--- config.mk ---
export PLATFORM = sky130hd
export DESIGN_NAME = oled_spi_arbiter
export DESIGN_NICKNAME = d
export VERILOG_FILES = /design/src/rtl/oled_spi_pkg.sv /design/src/rtl/oled_spi_arbiter_rr_select.sv /design/src/rtl/oled_spi_arbiter.sv
export SDC_FILE = /design/constraint.sdc
export NUM_CORES = 1
export LEC_CHECK = 0
export CORE_ASPECT_RATIO = 1.4
export CORE_MARGIN = 2
export CORE_UTILIZATION = 43
export DETAILED_ROUTE_END_ITERATION = 8
export PLACE_DENSITY = 0.87
export SETUP_SLACK_MARGIN = 0.1
export SYNTH_ARGS = -nofsm -noshare
export SYNTH_HDL_FRONTEND = slang
export SYNTH_SLANG_ARGS = --single-unit
--- constraint.sdc ---
create_clock -name i_SCK -period 2.7 [get_ports i_SCK]
set_input_delay 0.81 -clock i_SCK [delete_from_list [all_inputs] [get_ports i_SCK]]
set_output_delay 0.81 -clock i_SCK [all_outputs]
set_load 0.02 [all_outputs]
--- src/rtl/oled_spi_pkg.sv ---
// ---------------------------------------------------------------------------
// oled_spi_pkg
// Shared definitions for the OLED SPI packet arbiter: arbiter state
// encodings, the byte-count field width, the default packet geometry of the
// Nbit_MOSI_SPI_Buffer, and a packet-count validity helper.
// ---------------------------------------------------------------------------
package oled_spi_pkg;

  typedef enum logic [2:0] {
    ST_IDLE   = 3'd0,
    ST_ARB    = 3'd1,
    ST_REJECT = 3'd2,
    ST_LOAD   = 3'd3,
    ST_WAIT   = 3'd4,
    ST_GAP    = 3'd5
  } state_e;

  localparam int COUNT_W   = 5;
  localparam int BUF_WIDTH = 8;
  localparam int BUF_N     = 8;

  // A packet is sendable only if it carries 1..n bytes.
  function automatic logic count_valid(input logic [COUNT_W-1:0] count,
                                       input int n);
    return (count != '0) && (int'(count) <= n);
  endfunction

endpackage

--- src/rtl/oled_spi_arbiter_rr_select.sv ---
// ---------------------------------------------------------------------------
// rr_select
// Combinational round-robin picker. The search starts one past ptr_i and
// wraps modulo NREQ; the first asserted request wins.
//   req_i   : request vector
//   ptr_i   : index of the previous winner
//   grant_o : one-hot winner (all zero when no request)
//   idx_o   : binary index of the winner
//   any_o   : at least one request is asserted
// ---------------------------------------------------------------------------
module rr_select #(
  parameter int NREQ  = 2,
  parameter int IDX_W = (NREQ > 1) ? $clog2(NREQ) : 1
) (
  input  logic [NREQ-1:0]  req_i,
  input  logic [IDX_W-1:0] ptr_i,
  output logic [NREQ-1:0]  grant_o,
  output logic [IDX_W-1:0] idx_o,
  output logic             any_o
);

  logic [IDX_W-1:0] cand;

  always_comb begin
    // NOTE: every output of a combinational block gets a default before any
    // conditional assignment, otherwise unassigned paths infer latches.
    grant_o = '0;
    idx_o   = '0;
    any_o   = 1'b0;
    cand    = '0;
    for (int i = 0; i < NREQ; i++) begin
      cand = IDX_W'((int'(ptr_i) + 1 + i) % NREQ);
      if (!any_o && req_i[cand]) begin
        any_o          = 1'b1;
        grant_o[cand]  = 1'b1;
        idx_o          = cand;
      end
    end
  end

endmodule

--- src/rtl/oled_spi_arbiter.sv ---
// ---------------------------------------------------------------------------
// oled_spi_arbiter
// Shares one Nbit_MOSI_SPI_Buffer between NREQ packet requesters. Grants one
// requester, latches its packet into the buffer load port, pulses the buffer
// start, waits for the final-byte flag, frames the transfer with chip select
// and enforces a GAP-cycle inter-packet gap with CS high.
//
// Build option: OLED_ARB_FIXED_PRIORITY_EN -- when defined, the lowest-index
// request always wins; otherwise round-robin (default).
//
// Ports:
//   i_SCK, i_RST          clock, synchronous active-high reset
//   i_REQ                 per-requester level request
//   i_REQ_DATA/DC/COUNT   per-requester packet slices (slice k = requester k)
//   o_GRANT               one-hot grant held for the packet
//   o_DONE, o_ERR         completion pulse; o_ERR marks a rejected packet
//   o_BUF_DATA/DC/N_TRANSMIT, o_BUF_START   buffer load port
//   i_BUF_FINAL_BYTE      buffer final-byte flag
//   o_CS                  OLED chip select, active-low
//   o_BUSY                high whenever not IDLE
// ---------------------------------------------------------------------------
module oled_spi_arbiter
  import oled_spi_pkg::*;
#(
  parameter int NREQ  = 2,
  parameter int WIDTH = BUF_WIDTH,
  parameter int N     = BUF_N,
  parameter int GAP   = 2
) (
  input  logic                      i_SCK,
  input  logic                      i_RST,
  input  logic [NREQ-1:0]           i_REQ,
  input  logic [NREQ*WIDTH*N-1:0]   i_REQ_DATA,
  input  logic [NREQ*N-1:0]         i_REQ_DC,
  input  logic [NREQ*COUNT_W-1:0]   i_REQ_COUNT,
  output logic [NREQ-1:0]           o_GRANT,
  output logic [NREQ-1:0]           o_DONE,
  output logic                      o_ERR,
  output logic [WIDTH*N-1:0]        o_BUF_DATA,
  output logic [N-1:0]              o_BUF_DC,
  output logic [COUNT_W-1:0]        o_BUF_N_TRANSMIT,
  output logic                      o_BUF_START,
  input  logic                      i_BUF_FINAL_BYTE,
  output logic                      o_CS,
  output logic                      o_BUSY
);

  localparam int IDX_W            = (NREQ > 1) ? $clog2(NREQ) : 1;
  localparam int PKT_W            = WIDTH * N;
  localparam logic [3:0] GAP_LOAD = 4'(GAP - 1);

  state_e state_q, state_d;

  logic [NREQ-1:0]    grant_q, done_q;
  logic               err_q;
  logic [PKT_W-1:0]   buf_data_q;
  logic [N-1:0]       buf_dc_q;
  logic [COUNT_W-1:0] buf_cnt_q;
  logic [3:0]         gap_q;

  // Arbitration result, valid while in ARB.
  logic [NREQ-1:0]    win_onehot;
  logic [IDX_W-1:0]   win_idx;
  logic               win_any;
  logic [PKT_W-1:0]   win_data;
  logic [N-1:0]       win_dc;
  logic [COUNT_W-1:0] win_count;
  logic               win_valid;

`ifdef OLED_ARB_FIXED_PRIORITY_EN
  always_comb begin
    win_onehot = '0;
    win_idx    = '0;
    win_any    = 1'b0;
    for (int i = 0; i < NREQ; i++) begin
      if (!win_any && i_REQ[i]) begin
        win_any       = 1'b1;
        win_onehot[i] = 1'b1;
        win_idx       = IDX_W'(i);
      end
    end
  end
`else
  logic [IDX_W-1:0] ptr_q;

  rr_select #(.NREQ(NREQ), .IDX_W(IDX_W)) u_rr_select (
    .req_i   (i_REQ),
    .ptr_i   (ptr_q),
    .grant_o (win_onehot),
    .idx_o   (win_idx),
    .any_o   (win_any)
  );

  always_ff @(posedge i_SCK) begin
    if (i_RST) begin
      ptr_q <= IDX_W'(NREQ - 1);
    end else if (state_q == ST_ARB && win_any) begin
      ptr_q <= win_idx;
    end
  end
`endif

  assign win_data  = i_REQ_DATA[int'(win_idx)*PKT_W +: PKT_W];
  assign win_dc    = i_REQ_DC[int'(win_idx)*N +: N];
  assign win_count = i_REQ_COUNT[int'(win_idx)*COUNT_W +: COUNT_W];
  assign win_valid = count_valid(win_count, N);

  always_ff @(posedge i_SCK) begin
    // NOTE: sequential state uses non-blocking assignments so every register
    // samples pre-edge values regardless of statement order.
    if (i_RST) state_q <= ST_IDLE;
    else       state_q <= state_d;
  end

  always_comb begin
    state_d = state_q;
    unique case (state_q)
      ST_IDLE:   if (|i_REQ) state_d = ST_ARB;
      // Requests withdrawn between IDLE and ARB leave nothing to grant.
      ST_ARB:    if (!win_any)       state_d = ST_IDLE;
                 else if (win_valid) state_d = ST_LOAD;
                 else                state_d = ST_REJECT;
      ST_REJECT: state_d = ST_GAP;
      ST_LOAD:   state_d = ST_WAIT;
      ST_WAIT:   if (i_BUF_FINAL_BYTE) state_d = ST_GAP;
      ST_GAP:    if (gap_q == '0) state_d = ST_IDLE;
      default:   state_d = ST_IDLE;
    endcase
  end

  always_ff @(posedge i_SCK) begin
    // NOTE: the latched packet registers are reset along with control state
    // so the buffer port reads zero after reset; they are plain registers,
    // not a memory array, so resetting them is cheap.
    if (i_RST) begin
      grant_q    <= '0;
      done_q     <= '0;
      err_q      <= 1'b0;
      buf_data_q <= '0;
      buf_dc_q   <= '0;
      buf_cnt_q  <= '0;
      gap_q      <= '0;
    end else begin
      done_q <= '0;
      err_q  <= 1'b0;
      unique case (state_q)
        ST_ARB: begin
          if (win_any) begin
            grant_q    <= win_onehot;
            buf_data_q <= win_data;
            buf_dc_q   <= win_dc;
            buf_cnt_q  <= win_count;
            // A rejected packet completes in REJECT with done and err.
            if (!win_valid) begin
              done_q <= win_onehot;
              err_q  <= 1'b1;
            end
          end
        end
        ST_REJECT: begin
          grant_q <= '0;
          gap_q   <= GAP_LOAD;
        end
        ST_WAIT: begin
          if (i_BUF_FINAL_BYTE) begin
            done_q  <= grant_q;
            grant_q <= '0;
            gap_q   <= GAP_LOAD;
          end
        end
        ST_GAP: begin
          if (gap_q != '0) gap_q <= gap_q - 4'd1;
        end
        default: ;
      endcase
    end
  end

  assign o_GRANT          = grant_q;
  assign o_DONE           = done_q;
  assign o_ERR            = err_q;
  assign o_BUF_DATA       = buf_data_q;
  assign o_BUF_DC         = buf_dc_q;
  assign o_BUF_N_TRANSMIT = buf_cnt_q;
  // Start is high only in LOAD: a high start at the final byte would make
  // the buffer relaunch.
  assign o_BUF_START      = (state_q == ST_LOAD);
  assign o_CS             = !((state_q == ST_LOAD) || (state_q == ST_WAIT));
  assign o_BUSY           = (state_q != ST_IDLE);

endmodule

**Word level (Yosys, flattened, before mapping)**

Cells that the tools add are included.

- Register bits after elaboration: 90
- Bits of input ports: 159
- Output and inout bits: 85
- Word-level logic and storage cells: 86

- $add $sub $neg: 3
- $mul: 1
- Order comparisons: 5
- Eq/ne operators: 10
- Shifts and indexed selects: 3
- Mux-type cells: 31
- Bitwise gates (word level): 3
- Reduce and logical (&&, ||, !) cells: 21

Operators by type and width:

| operator | count |
|---|---|
| indexed part select 128 x 8 -> 64 bit | 1 |
| one-hot mux 3 bit (6 select lines) | 1 |
| 2-to-1 mux 2 bit | 8 |
| indexed part select 16 x 5 -> 8 bit | 1 |
| 2-to-1 mux 1 bit | 12 |
| one-hot mux 4 bit (3 select lines) | 1 |
| inequality test 2 bit (second input constant) | 5 |
| indexed part select 10 x 5 -> 5 bit | 1 |
| 2-to-1 mux 3 bit | 3 |
| AND reduction 3 bit | 3 |
| nonzero test 3 bit | 3 |
| 2-to-1 mux 4 bit | 2 |
| == test 3 x 2 -> 1 bit (second input constant) | 2 |
| == test 3 bit (second input constant) | 2 |
| one-hot mux 2 bit (3 select lines) | 1 |
| less-or-equal comparator 5 x 4 -> 1 bit (second input constant) | 1 |
| logical AND 1 bit | 5 |
| nonzero test 5 bit | 1 |
| logical NOT 4 bit | 1 |
| < comparator 1 x 2 -> 1 bit (second input constant) | 2 |
| multiplier 1 x 3 -> 4 bit (second input constant) | 1 |
| one-hot mux 2 bit (2 select lines) | 1 |
| nonzero test 4 bit | 1 |
| subtractor 4 x 1 -> 4 bit (second input constant) | 1 |
| 12 further kinds | 17 |

**Logic depth before layout (Yosys ltp)**

- Word-level depth: 14
- Gate-level depth with buffers: 7
- Gate-level depth less buffers: 6

**Modules after synthesis**

A second synthesis with hierarchy kept.

- Cell total of the unflattened synthesis: 430
- Area total of the unflattened synthesis: 4,063.9 um2

By module, submodules not included:

| module | instances | cells each | area an instance (um2) | seq. area each (um2) |
|---|---|---|---|---|
| oled_spi_arbiter | 1 | 425 | 4,031.4 | 1,801.7 |
| rr_select | 1 | 5 | 32.5 | 0.0 |

**Least setup slack after synthesis**

No wires, ideal clock.

- Path kind: register -> output
- Start: register state_q[2]
- End: output port o_CS
- Arrival time: 1.230 ns
- Required time: 1.890 ns
- Path slack: 0.660 ns
- Stages on the path, launching flop included: 5
- Path buffers: 1
- Path through: dfxtp_1 > buf_2 > inv_1 > and3_1 > a21oi_1

- Word-level cells in the longest chain between the ends: 3
- Elaborated cells between the ends (all ways): 4
- Those cells by class: 2 x eq/ne; 2 x reduce/logical

Ends and longest elaborated chain:

| what | RTL line | text |
|---|---|---|
| start: declaration | oled_spi_arbiter.sv:52 | `state_e state_q, state_d;` |
| start signal: assignment | oled_spi_arbiter.sv:112 | `else state_q <= state_d;` |
| == test 3 x 2 -> 1 bit | - |  |
| via o_BUF_START | oled_spi_arbiter.sv:42 | `output logic o_BUF_START,` |
| logical OR 1 bit | oled_spi_arbiter.sv:188 | `assign o_CS = !((state_q == ST_LOAD) \|\| (state_q == ST_WAIT));` |
| logical NOT 1 bit | oled_spi_arbiter.sv:188 |  |
| end: declaration | oled_spi_arbiter.sv:44 | `output logic o_CS,` |

The timed path passes the listed nets, and every way through them passes these cells.

**Worst setup path after layout**

- Start: register state_q[2]
- End: output port o_CS

- Word-level cells in the longest chain between the ends: 3
- Elaborated cells between the ends (all ways): 4
- Those cells by class: 2 x eq/ne; 2 x reduce/logical

Ends and longest elaborated chain:

| what | RTL line |
|---|---|
| == test 3 x 2 -> 1 bit / == test 3 bit (equally long branches) | oled_spi_arbiter.sv:188 |
| logical OR 1 bit (*) | oled_spi_arbiter.sv:188 |
| logical NOT 1 bit (*) | oled_spi_arbiter.sv:188 |

Mark *: on every way between the ends. The rest lies on a longest branch, timed or not.

==> qor.csv <==
metric,value,unit
outcome,"finished, final reports clean",
Synth Net Count,589,
Die Area,11470,um^2
number of global-route vias before repair,4392,
Pre-Repair DR Iteration Count,5,
f_max,399.4,MHz
Starting Density,44.11,%
cell taking the most area after synthesis,dfxtp_1,
placed wire-length estimate,10370,um
count of pins over their slew limit,0,
post-route ant nets,0,
global router's overall resource usage,22.97,%
Reg2Reg Setup Slack,0.85,ns
ys async rst share,0,%
PD cells,592.2,nW/um^2
final period utilization,92.72,%
drt initial violations,121,
Lkg Pwr,2.552,nW
Tmin final,2.504,ns
CTS tree,yes,
number of H-tree levels,3,
dominant synthesized flop cell,dfxtp_1,
CP Capture Point,o_CS,
total negative setup slack,0,ns
DP Worst Slack,0.1805,ns
unrepaired setup endpoints after global routing,no,
Area contributors post-synth,"dfxtp_1 39%, a211oi_2 21%, mux2i_1 17%",
first-pass GRT wire length,21230,um
worst skew pair latency,0.33,ns
Worst-Margin Slew,0.5246,ns
Syn Inst Count,429,
Worst Clk Skew,0.006445,ns
Worst setup SP type,flop,
drt drc,0,
"Cell Area, Synth",4566,um^2
Top Ports,244,
Longest Clk Path Bufs,2,
VDD IR max,0.3206,mV
Worst EP required,1.89,ns
Core ar.,10350,um^2
post-CTS setup buffer count,0,
clk sinks,90,
worst-path maximum fanout,3,
Cell variety after synth,40,
initial antenna violation count,0,
Worst setup EP type,output pin,
largest net degree at the start of global routing,55,
die width,91.09,um
Synth Warn #,0,
Layout Area Growth over Synthesis,60.13,%
max_cap viols,0,
Final Setup Violations,0,
fin area,7311,um^2
slew margin rel.,64.66,%
n_diodes,0,
dpl cells,781,
"Clk pin slew, worst setup/hold paths",0.06,ns
CP arrival,1.69,ns
drt via density,5.161,
Root Driver,clkbuf_16,
post-DR wirelength/cell,16.92,um
Rows,44,
Die Span Y,125.9,um
critical path type,reg -> out,
Critical Path Start,state_q[2],
Hold Fails Final Rpt,0,
vias,4113,
final WL,13480,um
PortBufs,243,
register area share after synthesis,39.46,%
final worst setup slack,0.1965,ns
grt total ovfl,0,
Final Non-Filler Cells,797,
RD Place Congestion,0.7888,
Finished Core Util,70.64,%
worst flop-to-flop path endpoint,o_BUF_DC[2],
FF-to-FF Start,state_q[2],
min-delay worst type,reg -> reg,
total CTS buffers,9,
Seq cells post-synth,90,
Post-Syn Area per Cell,10.64,um^2
FF-to-FF path depth,6,
Post-Place Cell Area,7036,um^2
share of the synthesized area in the top cell type,39.46,%
NumNets Final,814,
Post-synth EDFFs,0,
share of cells above drive strength 1,16.84,%
[Yosys cell counts (all sizes together) (2+ instances only)]
master,n
dfxtp,90
nor2,85
mux2i,78
a211oi,77
buf,29
clkbuf,9
nor3,6
a21oi,5
inv,5
nand2,5
nor2b,5
o21ai,4
nor3b,3
a2bb2oi,2
a31o,2
nor4,2
o31ai,2
xnor2,2
[how the worst min path moves through the flow]
stage / from / to / slack (ns) / depth (start not counted)
after floorplan: gap_q[3] / gap_q[3] / 0.45 / 2
after global placement: gap_q[3] / gap_q[3] / 0.45 / 2
after detailed placement: gap_q[3] / gap_q[3] / 0.49 / 2
after CTS: gap_q[3] / gap_q[3] / 0.50 / 2
after global routing: gap_q[3] / gap_q[3] / 0.53 / 2
final: gap_q[3] / gap_q[3] / 0.50 / 2
[final cells by class]
cell class | count | area (um^2)
Timing Repair Buffer | 252 | 2572
Sequential cell | 90 | 1804
Inverter | 5 | 18.77
Clock buffer | 10 | 229.0
Fill cell | 770 | 3039
Multi-Input combinational cell | 296 | 2470
Clock inverter | 6 | 43.79
Tap cell | 138 | 172.7
[what timing repair did]
item | CTS | global route
gates resized for setup | 2 | 0
hold buffers | 0 | 0
endpoints found under the setup margin | 1 | 0
[metal layers]
layer / global-route usage, % / share of wire [%] / up-vias
li1: - / - / 2007
met1: 23.03 / 36 / 1916
met2: 43.70 / 54 / 164
met3: 5.861 / 6.5 / 26
met4: 10.61 / 3.0 / 0
met5: 0 / 0 / -
[state kept, by name (all words and copies together) (netlist names)]
| register | cells |
|---|---|
| o_ERR | 1 |
| ptr_q | 1 |
| o_BUF_N_TRANSMIT | 5 |
| o_BUF_DATA | 64 |
| state_q | 3 |
| o_BUF_DC | 8 |
| gap_q | 4 |
| o_DONE | 2 |
| o_GRANT | 2 |
[kinds of logic after synthesis]
| group | Yosys count | synth area share (%) |
|---|---|---|
| compound gates | 101 | 24.77 |
| mux | 78 | 17.10 |
| buf+inv | 43 | 6.851 |
| simple gates | 114 | 11.15 |
| xor+xnor | 2 | 0.3837 |
| fa+ha+maj | 1 | 0.2740 |
| flops | 90 | 39.46 |
[through the flow]
stage,power (mW),hold slack [ns]
after floorplan,2.552,0.4453
after global placement,3.159,0.4549
after detailed placement,3.218,0.4894
after CTS,4.373,0.4985
after global routing,4.532,0.5308
final,4.329,0.5015
[layout by cell type, fill, tap and decap left out, types with 4 or more instances in the layout]
cell type        count
nor2_1              85
mux2i_1             78
clkbuf_16            9
nor2b_1              5
inv_1                5
a21oi_1              5
clkdlybuf4s50_1    242
a211oi_2            77
nor3_1               6
nand2_1              5
buf_4                4
clkinvlp_4           4
o21ai_0              4
buf_12               6
dfxtp_1             88
[critical path: stages, from the launching register on]
cell and delay [ns]:
dfxtp_1 0.33, inv_1 0.06, and3_1 0.19, a21oi_1 0.13, clkdlybuf4s50_1 0.65
[report_power, final]
part	leakage [nW]	switching, mW	internal [mW]	total [mW]
logic	1.69	0.784	0.796	1.58
clock network	0.121	0.521	0.624	1.14
registers	0.740	0.101	1.50	1.60
Power figures use the tool's default switching activity.
